--- config.mk ---
export PLATFORM = sky130hd
export DESIGN_NAME = stopwatch_uart_ctrl
export DESIGN_NICKNAME = d
export VERILOG_FILES = /design/src/rtl/stopwatch_uart_pkg.sv /design/src/rtl/rpt_char_mux.sv /design/src/rtl/stopwatch_uart_ctrl.sv
export SDC_FILE = /design/constraint.sdc
export NUM_CORES = 1
export LEC_CHECK = 0
export CAP_MARGIN = 20
export CORE_ASPECT_RATIO = 0.9
export CORE_MARGIN = 2
export CORE_UTILIZATION = 35
export CTS_CLUSTER_DIAMETER = 60
export DETAILED_ROUTE_END_ITERATION = 7
export PLACE_DENSITY_LB_ADDON = 0.25
export SLEW_MARGIN = 20
export SYNTH_ARGS = -nofsm -noshare
export SYNTH_HDL_FRONTEND = slang
export SYNTH_SLANG_ARGS = --single-unit
--- constraint.sdc ---
create_clock -name clk -period 1.6 [get_ports clk]
set_clock_uncertainty 0.05 [all_clocks]
set_input_delay 0.16 -clock clk [delete_from_list [all_inputs] [get_ports clk]]
set_output_delay 0.16 -clock clk [all_outputs]
set_load 0.02 [all_outputs]
--- src/rtl/stopwatch_uart_pkg.sv ---
// stopwatch_uart_pkg: command bytes, ASCII constants and FSM encoding for the stopwatch UART front end
package stopwatch_uart_pkg;
    localparam logic [7:0] CMD_GO      = 8'h67;
    localparam logic [7:0] CMD_STOP    = 8'h73;
    localparam logic [7:0] CMD_CLR     = 8'h63;
    localparam logic [7:0] CMD_RPT     = 8'h72;
    localparam logic [7:0] CMD_GO_UC   = 8'h47;
    localparam logic [7:0] CMD_STOP_UC = 8'h53;
    localparam logic [7:0] CMD_CLR_UC  = 8'h43;
    localparam logic [7:0] CMD_RPT_UC  = 8'h52;
    localparam logic [7:0] ASCII_ZERO  = 8'h30;
    localparam logic [7:0] ASCII_DOT   = 8'h2E;
    localparam logic [7:0] ASCII_CR    = 8'h0D;
    localparam logic [7:0] ASCII_LF    = 8'h0A;
    typedef enum logic [1:0] {IDLE, DECODE, SEND} state_t;
    function automatic logic cmd_match(input logic [7:0] b, input logic [7:0] lc, input logic [7:0] uc, input logic ci);
        return (b == lc) || (ci && b == uc);
    endfunction
endpackage

--- src/rtl/rpt_char_mux.sv ---
// rpt_char_mux: maps report character index and snapshotted digits to the ASCII byte to send
module rpt_char_mux
    import stopwatch_uart_pkg::*;
(
    input  logic [2:0] idx,
    input  logic [3:0] d2,
    input  logic [3:0] d1,
    input  logic [3:0] d0,
    output logic [7:0] ch
);
    always_comb begin
        ch = idx == 3'd0 ? ASCII_ZERO + {4'h0, d2} :
             idx == 3'd1 ? ASCII_ZERO + {4'h0, d1} :
             idx == 3'd2 ? ASCII_DOT :
             idx == 3'd3 ? ASCII_ZERO + {4'h0, d0} :
             idx == 3'd4 ? ASCII_CR :
             idx == 3'd5 ? ASCII_LF : 8'h00;
    end
endmodule

--- src/rtl/stopwatch_uart_ctrl.sv ---
// stopwatch_uart_ctrl: decodes UART command bytes into stopwatch go/clr and sends BCD time reports
module stopwatch_uart_ctrl
    import stopwatch_uart_pkg::*;
#(
    parameter bit CASE_INSENSITIVE = 1'b1,
    parameter bit TERM_CRLF        = 1'b1
) (
    input  logic       clk,
    input  logic       reset,
    input  logic       rx_empty,
    input  logic [7:0] r_data,
    output logic       rd_uart,
    input  logic       tx_full,
    output logic       wr_uart,
    output logic [7:0] w_data,
    input  logic [3:0] d2,
    input  logic [3:0] d1,
    input  logic [3:0] d0,
    output logic       go,
    output logic       clr
);
    state_t     state, state_nx;
    logic [7:0] cmd;
    logic [2:0] idx;
    logic [3:0] s2, s1, s0;
    logic [7:0] ch;
    logic       is_go, is_stop, is_clr, is_rpt, last;

    rpt_char_mux u_mux (.idx(idx), .d2(s2), .d1(s1), .d0(s0), .ch(ch));

    always_comb begin
        is_go    = cmd_match(cmd, CMD_GO, CMD_GO_UC, CASE_INSENSITIVE);
        is_stop  = cmd_match(cmd, CMD_STOP, CMD_STOP_UC, CASE_INSENSITIVE);
        is_clr   = cmd_match(cmd, CMD_CLR, CMD_CLR_UC, CASE_INSENSITIVE);
        is_rpt   = cmd_match(cmd, CMD_RPT, CMD_RPT_UC, CASE_INSENSITIVE);
        last     = idx == (TERM_CRLF ? 3'd5 : 3'd4);
        // reset gates the pop so a held reset never drains the rx FIFO
        rd_uart  = reset && state == IDLE && !rx_empty;
        wr_uart  = state == SEND && !tx_full;
        w_data   = state == SEND ? ch : 8'h00;
        state_nx = state == IDLE   ? (rd_uart ? DECODE : IDLE) :
                   state == DECODE ? (is_rpt ? SEND : IDLE) :
                   state == SEND   ? (wr_uart && last ? IDLE : SEND) : IDLE;
    end

    always_ff @(posedge clk or negedge reset) begin
        if (!reset) begin
            state <= IDLE;
            cmd   <= 8'h00;
            idx   <= 3'd0;
            s2    <= 4'd0;
            s1    <= 4'd0;
            s0    <= 4'd0;
            go    <= 1'b0;
            clr   <= 1'b0;
        end else begin
            state <= state_nx;
            clr   <= state == DECODE && is_clr;
            if (rd_uart) cmd <= r_data;
            if (state == DECODE && is_go) go <= 1'b1;
            else if (state == DECODE && is_stop) go <= 1'b0;
            if (state == DECODE && is_rpt) begin
                idx <= 3'd0;
                s2  <= d2;
                s1  <= d1;
                s0  <= d0;
            end else if (wr_uart) begin
                idx <= idx + 3'd1;
            end
        end
    end
endmodule

==> reports/qor.json, run 1 <==
{
  "status": {"value": "complete, but fails checks"},
  "violations": {"value": "setup timing"},
  "die_area": {"value": 0.00451, "unit": "mm²"},
  "maxCapViolations": {"value": 0},
  "finalHoldWorstSlack": {"value": 297, "unit": "ps"},
  "cp_max_fo": {"value": 7},
  "numCtsBuffers": {"value": 3},
  "finalWorstSetupSlack": {"value": -396, "unit": "ps"},
  "setup_total_negative_slack": {"value": -2050, "unit": "ps"},
  "grtUsageTotal": {"value": 15.4, "unit": "%"},
  "crit_required": {"value": 1390, "unit": "ps"},
  "yosys-top-cells-count": {"value": "26 x dfrtp_1, 11 x mux2_2, 10 x o21ai_0, 7 x inv_1"},
  "antenna_left": {"value": 0},
  "synth-async-reset-ratio": {"value": 100, "unit": "%"},
  "post_synth_mux_area_share": {"value": 16.1, "unit": "%"},
  "wire_length_reported_by_the_detailed_router": {"value": 3260, "unit": "µm"},
  "routed_wire_length_per_instance": {"value": 14.9, "unit": "µm"},
  "die_height": {"value": 63.9, "unit": "µm"},
  "antenna_violations_before_repair": {"value": 0},
  "synth_edf_count": {"value": 0},
  "netlist.top_cell.by_area": {"value": "dfrtp_1"},
  "post-route-drc-count": {"value": 0},
  "path_class": {"value": "reg -> out"},
  "period_minus_slack": {"value": 2000, "unit": "ps"},
  "die_w": {"value": 70.6, "unit": "µm"},
  "yosys.cell_count.top_type": {"value": "dfrtp_1"},
  "clock-sinks": {"value": 26},
  "timing_hold_violations_final": {"value": 0},
  "post_synth_inst_count": {"value": 119},
  "worst_path_max_delay_cell": {"value": "dfrtp_2"},
  "pin_count_of_the_biggest_net_entering_global_routing": {"value": 28},
  "synth_area": {"value": 0.00140, "unit": "mm²"},
  "ys_dominant_reg_cell": {"value": "dfrtp_1"},
  "top_ports": {"value": 36},
  "slowest_delay": {"value": 460, "unit": "ps"},
  "firstDrtPassIters": {"value": 5},
  "arrival_time_reported_for_the_critical_path_endpoint": {"value": 1790, "unit": "ps"},
  "clock_insertion_delay_worst_skew": {"value": 260, "unit": "ps"},
  "grt.overflow.total": {"value": 0},
  "largest_family_of_logic_cells_by_synthesized_area": {"value": "multiplexers"},
  "finish.utilization": {"value": 58.2, "unit": "%"},
  "design.final.nets": {"value": 204},
  "cts_max_path_buffers": {"value": 2},
  "synth-compound-area-share": {"value": 12.2, "unit": "%"},
  "tritoncts_clock_tree": {"value": "yes"},
  "synth_fa_ha_area_share": {"value": 4.48, "unit": "%"},
  "cellLeakagePower": {"value": 0.000956, "unit": "µW"},
  "synth_warnings": {"value": 0},
  "root_buffer": {"value": "clkbuf_8"},
  "number_of_buffers_added_on_ports": {"value": 32},
  "grt_pass1_vias": {"value": 1106},
  "wire_length_of_the_first_global_routing_pass": {"value": 5460, "unit": "µm"},
  "fp-row-count": {"value": 21},
  "place_inst": {"value": 210},
  "fmax": {"value": 501, "unit": "MHz"},
  "fin_crit_sh": {"value": 125, "unit": "%"},
  "sequential_area_share_after_synthesis": {"value": 46.6, "unit": "%"},
  "area_grow_syn2layout": {"value": 57.8, "unit": "%"},
  "antennaDiodeCount": {"value": 0},
  "peakVddDrop": {"value": 0.557, "unit": "mV"},
  "rsz0062_at_grt": {"value": "yes"},
  "clk_transition_reported_paths": {"value": 80, "unit": "ps"},
  "synth_top_area_share": {"value": 46.6, "unit": "%"},
  "report.final.setup_viol": {"value": 12},
  "timing.final.max_slew_violations": {"value": 0},
  "layoutNonFillerInstCount": {"value": 219},
  "largest_cells_by_area_after_synthesis": {"value": "dfrtp_1 47%, mux2_2 8.9%, mux2_4 6.5%, ha_1 4.5%, o21ai_0 3.6%"},
  "critPathLaunchType": {"value": "flip-flop"},
  "synth-xor-area-share": {"value": 0.628, "unit": "%"},
  "worst_hold_path_type": {"value": "in -> async"},
  "gp_congestion": {"value": 0.795},
  "vias_per_cell": {"value": 5.09},
  "synth.avg_cell_area": {"value": 11.7, "unit": "µm²"},
  "hpwlAfterDp": {"value": 2280, "unit": "µm"},
  "crit_chain": {"value": "inv_4 -> ha_4 -> or2_4 -> a222oi_1 -> nor3_2 -> buf_4"},
  "critPathCaptureType": {"value": "output port"},
  "cellPowerDensity": {"value": 1470, "unit": "mW/mm²"},
  "synth_simple_gate_area_share": {"value": 14.8, "unit": "%"},
  "synth.ff_latch_count": {"value": 26},
  "synth.distinct_cells": {"value": 39},
  "core-area": {"value": 0.00378, "unit": "mm²"},
  "first_iter_violations": {"value": 52},
  "layout-drive-gt1-share": {"value": 43.9, "unit": "%"},
  "vias": {"value": 1114},
  "cts.htree.levels": {"value": 1},
  "initial_utilization": {"value": 36.9, "unit": "%"}
}
## registers in the layout (all words and copies together), names as in the netlist
| register | count |
|---|---|
| clr | 1 |
| idx | 3 |
| go | 1 |
| s2 | 4 |
| s0 | 4 |
| cmd | 7 |
| state | 2 |
| s1 | 4 |
## metrics by stage
step	area (µm²)	power, µW	setup slack, ps
6_report	2200	3240	-396
5_1_grt	2200	3460	-500
4_1_cts	2150	3120	-442
3_5_place_dp	1930	2450	-600
3_3_place_gp	1930	2410	-558
2_1_floorplan	1460	1870	-53.7
## cells by family after synthesis
group,after synthesis
AND/OR/NAND/NOR,30
flip-flops,26
AO/OA/AOI/OAI,25
multiplexers,18
buffers and inverters,13
adder cells (fa/ha/maj),5
other,1
XOR/XNOR,1
## critical path: cells and delay by family, from the launching register on
family / cells / cell delay, ps
adders and majority gates: 1 / 180
and+or+nand+nor: 2 / 290
buffers and inverters: 2 / 230
DFF: 1 / 460
AOI/OAI and AO/OA: 1 / 370
## path summary, 6_finish.rpt
check,start,end,slack (ps),depth (start not counted)
worst max-delay path,idx[1]$_DFFE_PN0P_,w_data[1],-400,6
worst min-delay path,reset,s0[3]$_DFFE_PN0P_,300,2
worst max register to register,state[1]$_DFF_PN0_,s1[2]$_DFFE_PN0P_,-40,5
worst min register to register,cmd[2]$_DFFE_PN0P_,clr$_DFF_PN0_,440,1
max in group asynchronous,reset,idx[1]$_DFFE_PN0P_,930,2
min in group clk,r_data[4],cmd[4]$_DFFE_PN0P_,400,3
## area by class of cell
cell class | count | area, µm²
fill | 314 | 1580
sequential | 26 | 653
clock buffer | 3 | 41.3
inverter | 7 | 31.3
timing repair buffer | 56 | 552
multi-input combinational | 81 | 867
tap | 46 | 57.6
## power by group
group | leakage (µW) | switching, µW | internal (µW) | total [µW]
registers | 0.000332 | 197 | 843 | 1040
clock network | 0.0000216 | 181 | 168 | 349
logic | 0.000602 | 787 | 1060 | 1850
total | 0.000956 | 1170 | 2070 | 3240
## metal layers
metal | part of all wire [%] | GRT usage [%] | routed length, µm | up-vias
met5 | 0 | 0 | 0 | -
met4 | 1.0 | 3.54 | 34 | 0
met3 | 5.0 | 4.10 | 164 | 2
met2 | 49 | 23.7 | 1580 | 31
met1 | 45 | 21.9 | 1470 | 544
li1 | - | - | - | 537
## timing repair
action,CTS,global route
setup buffers,4,1
endpoints found under the hold margin,0,0
setup endpoints to repair,25,30
gates resized for setup,73,12
gates cloned,1,0
hold buffers,0,0
pin swaps,12,7
## cell usage in the layout (no fill, tap or decap), types with 4 or more instances in the layout
master and count:
mux2_4 17, buf_6 11, clkdlybuf4s50_1 24, buf_4 19, dfrtp_1 24, o21ai_0 8, nor3_1 4, ha_4 4
inv_1 5, nand2_1 5
Note: power is estimated with default switching activity, not from simulation.
==> run 2, diff against run 1 <==
DONT_BUFFER_PORTS = 1   (was unset)
==> reports/qor.json, run 2 (same netlist as run 1, synthesis figures left out) <==
{
  "status": {"value": "complete, but fails checks"},
  "violations": {"value": "setup timing"},
  "number_of_cells_traversed_by_the_worst_hold_path": {"value": 2},
  "largest_register": {"value": "cmd"},
  "vias": {"value": 1097},
  "timing.final.max_slew_violations": {"value": 0},
  "finalHoldWorstSlack": {"value": 71.6, "unit": "ps"},
  "area_of_the_multi_input_gates": {"value": 893, "unit": "µm²"},
  "ff2ff_path_depth": {"value": 5},
  "timing_hold_violations_final": {"value": 0},
  "initial_utilization": {"value": 36.9, "unit": "%"},
  "finalWorstSetupSlack": {"value": -350, "unit": "ps"},
  "routed_wire_length_per_instance": {"value": 15.4, "unit": "µm"},
  "core-area": {"value": 0.00378, "unit": "mm²"},
  "wire_length_of_the_first_global_routing_pass": {"value": 5340, "unit": "µm"},
  "layout.cells.most_common_list": {"value": "23 x dfrtp_1, 21 x dlygate4sd3_1, 17 x mux2_4, 17 x buf_4, 8 x o21ai_0"},
  "rsz0062_at_grt": {"value": "yes"},
  "firstDrtPassIters": {"value": 4},
  "maxCapViolations": {"value": 0},
  "clk_transition_reported_paths": {"value": 90, "unit": "ps"},
  "fp-row-count": {"value": 21},
  "root_buffer": {"value": "clkbuf_8"},
  "arrival_time_reported_for_the_critical_path_endpoint": {"value": 1740, "unit": "ps"},
  "post-route-drc-count": {"value": 0},
  "dpl-instance-area": {"value": 0.00161, "unit": "mm²"},
  "peakVddDrop": {"value": 0.564, "unit": "mV"},
  "cts.htree.levels": {"value": 1},
  "hpwlAfterDp": {"value": 2130, "unit": "µm"},
  "antennaDiodeCount": {"value": 0},
  "gp_congestion": {"value": 0.767},
  "cts_max_path_buffers": {"value": 2},
  "die_height": {"value": 63.9, "unit": "µm"},
  "clock_insertion_delay_worst_skew": {"value": 280, "unit": "ps"},
  "design.final.nets": {"value": 195},
  "die_w": {"value": 70.6, "unit": "µm"},
  "report.final.setup_viol": {"value": 6},
  "antenna_left": {"value": 0},
  "critPathLaunchType": {"value": "flip-flop"},
  "layout-drive-gt1-share": {"value": 45.5, "unit": "%"},
  "top_ports": {"value": 36},
  "sequential_cell_area": {"value": 654, "unit": "µm²"},
  "layout.cells.most_common": {"value": "dfrtp_1"},
  "worst_hold_path_type": {"value": "in -> reg"},
  "fillers": {"value": 326},
  "path_class": {"value": "reg -> out"},
  "cellPowerDensity": {"value": 1530, "unit": "mW/mm²"},
  "fin_crit_sh": {"value": 122, "unit": "%"},
  "clock-sinks": {"value": 26},
  "pin_count_of_the_biggest_net_entering_global_routing": {"value": 28},
  "die_area": {"value": 0.00451, "unit": "mm²"},
  "first_iter_violations": {"value": 54},
  "largest_reg_flops": {"value": 7},
  "period_minus_slack": {"value": 1950, "unit": "ps"},
  "post-route-cell-area": {"value": 0.00215, "unit": "mm²"},
  "pwr_total": {"value": 3280, "unit": "µW"},
  "grt_pass1_vias": {"value": 1074},
  "critPathCaptureType": {"value": "output port"},
  "antenna_violations_before_repair": {"value": 0},
  "area_grow_syn2layout": {"value": 53.8, "unit": "%"},
  "numCtsBuffers": {"value": 3},
  "number_of_buffers_added_on_ports": {"value": 0},
  "grt.overflow.total": {"value": 0},
  "cp_max_fo": {"value": 6},
  "crit_required": {"value": 1390, "unit": "ps"},
  "wire_length_reported_by_the_detailed_router": {"value": 3250, "unit": "µm"},
  "fmax": {"value": 513, "unit": "MHz"},
  "grtUsageTotal": {"value": 15.3, "unit": "%"},
  "tritoncts_clock_tree": {"value": "yes"},
  "cellLeakagePower": {"value": 0.000925, "unit": "µW"},
  "vias_per_cell": {"value": 5.20}
}
[run 2: cell count changes in the layout (fill, tap and decap cells not counted), moves of 2 or more]
cell / change
clkdlybuf4s50_1: -24
dlygate4sd3_1: +21
buf_6: -4
buf_4: -2
o311a_1: -2
o311a_4: +2
[run 2: final timing paths]
| path | from | slack (ps) | endpoint |
|---|---|---|---|
| max | idx[1]$_DFFE_PN0P_ | -350 | w_data[2] |
| min | tx_full | 70 | idx[1]$_DFFE_PN0P_ |
| max reg2reg | state[0]$_DFF_PN0_ | 60 | cmd[3]$_DFFE_PN0P_ |
| min reg2reg | cmd[2]$_DFFE_PN0P_ | 440 | clr$_DFF_PN0_ |
| max in group asynchronous | reset | 1080 | state[0]$_DFF_PN0_ |
| min in group asynchronous | reset | 260 | idx[2]$_DFFE_PN0P_ |
[run 2: repair_timing]
action / 4_1_cts / 5_1_grt
setup endpoints to repair: 8 / 20
gates resized for setup: 17 / 24
pin swaps: 11 / 9
hold buffers: 22 / 0
setup buffers: 3 / 3
hold endpoints to repair: 46 / 0
[run 2: cell type report]
cell class | count | share of cell area, %
multi-input cells | 81 | 41.6
flip-flops and latches | 26 | 30.5
inverters | 7 | 1.34
clock buffers | 4 | 2.57
repair buffers | 47 | 21.3
well taps | 46 | 2.68
[run 2: power by group]
part / internal (µW) / switching (µW) / total [µW] / leakage (µW)
logic: 1010 / 821 / 1830 / 0.000566
registers: 844 / 173 / 1020 / 0.000330
clock network: 220 / 211 / 431 / 0.0000288
[run 2: routing by layer]
layer,wire length [µm],vias to the layer above,track usage [%]
li1,-,519,-
met1,1540,544,20.3
met2,1470,28,23.2
met3,169,6,4.57
met4,70,0,6.37
met5,0,-,0
[run 2: per-stage QoR]
stage                     setup TNS [ps]  setup WS [ps]  util [%]  cells
final                              -1800           -350      56.7    211
after global placement              -200          -78.7      42.6    179
after CTS                          -2070           -405      53.8    208
after global routing               -2540           -429      56.7    211
after floorplan                     -104          -53.7         -    120
after detailed placement            -319          -95.8      42.6    179
[run 2: critical path, stage by stage, from the launching register on]
cell,delay [ps]
dfrtp_2,460
inv_4,60
ha_4,180
or3_4,400
a221oi_4,270
nor3_4,90
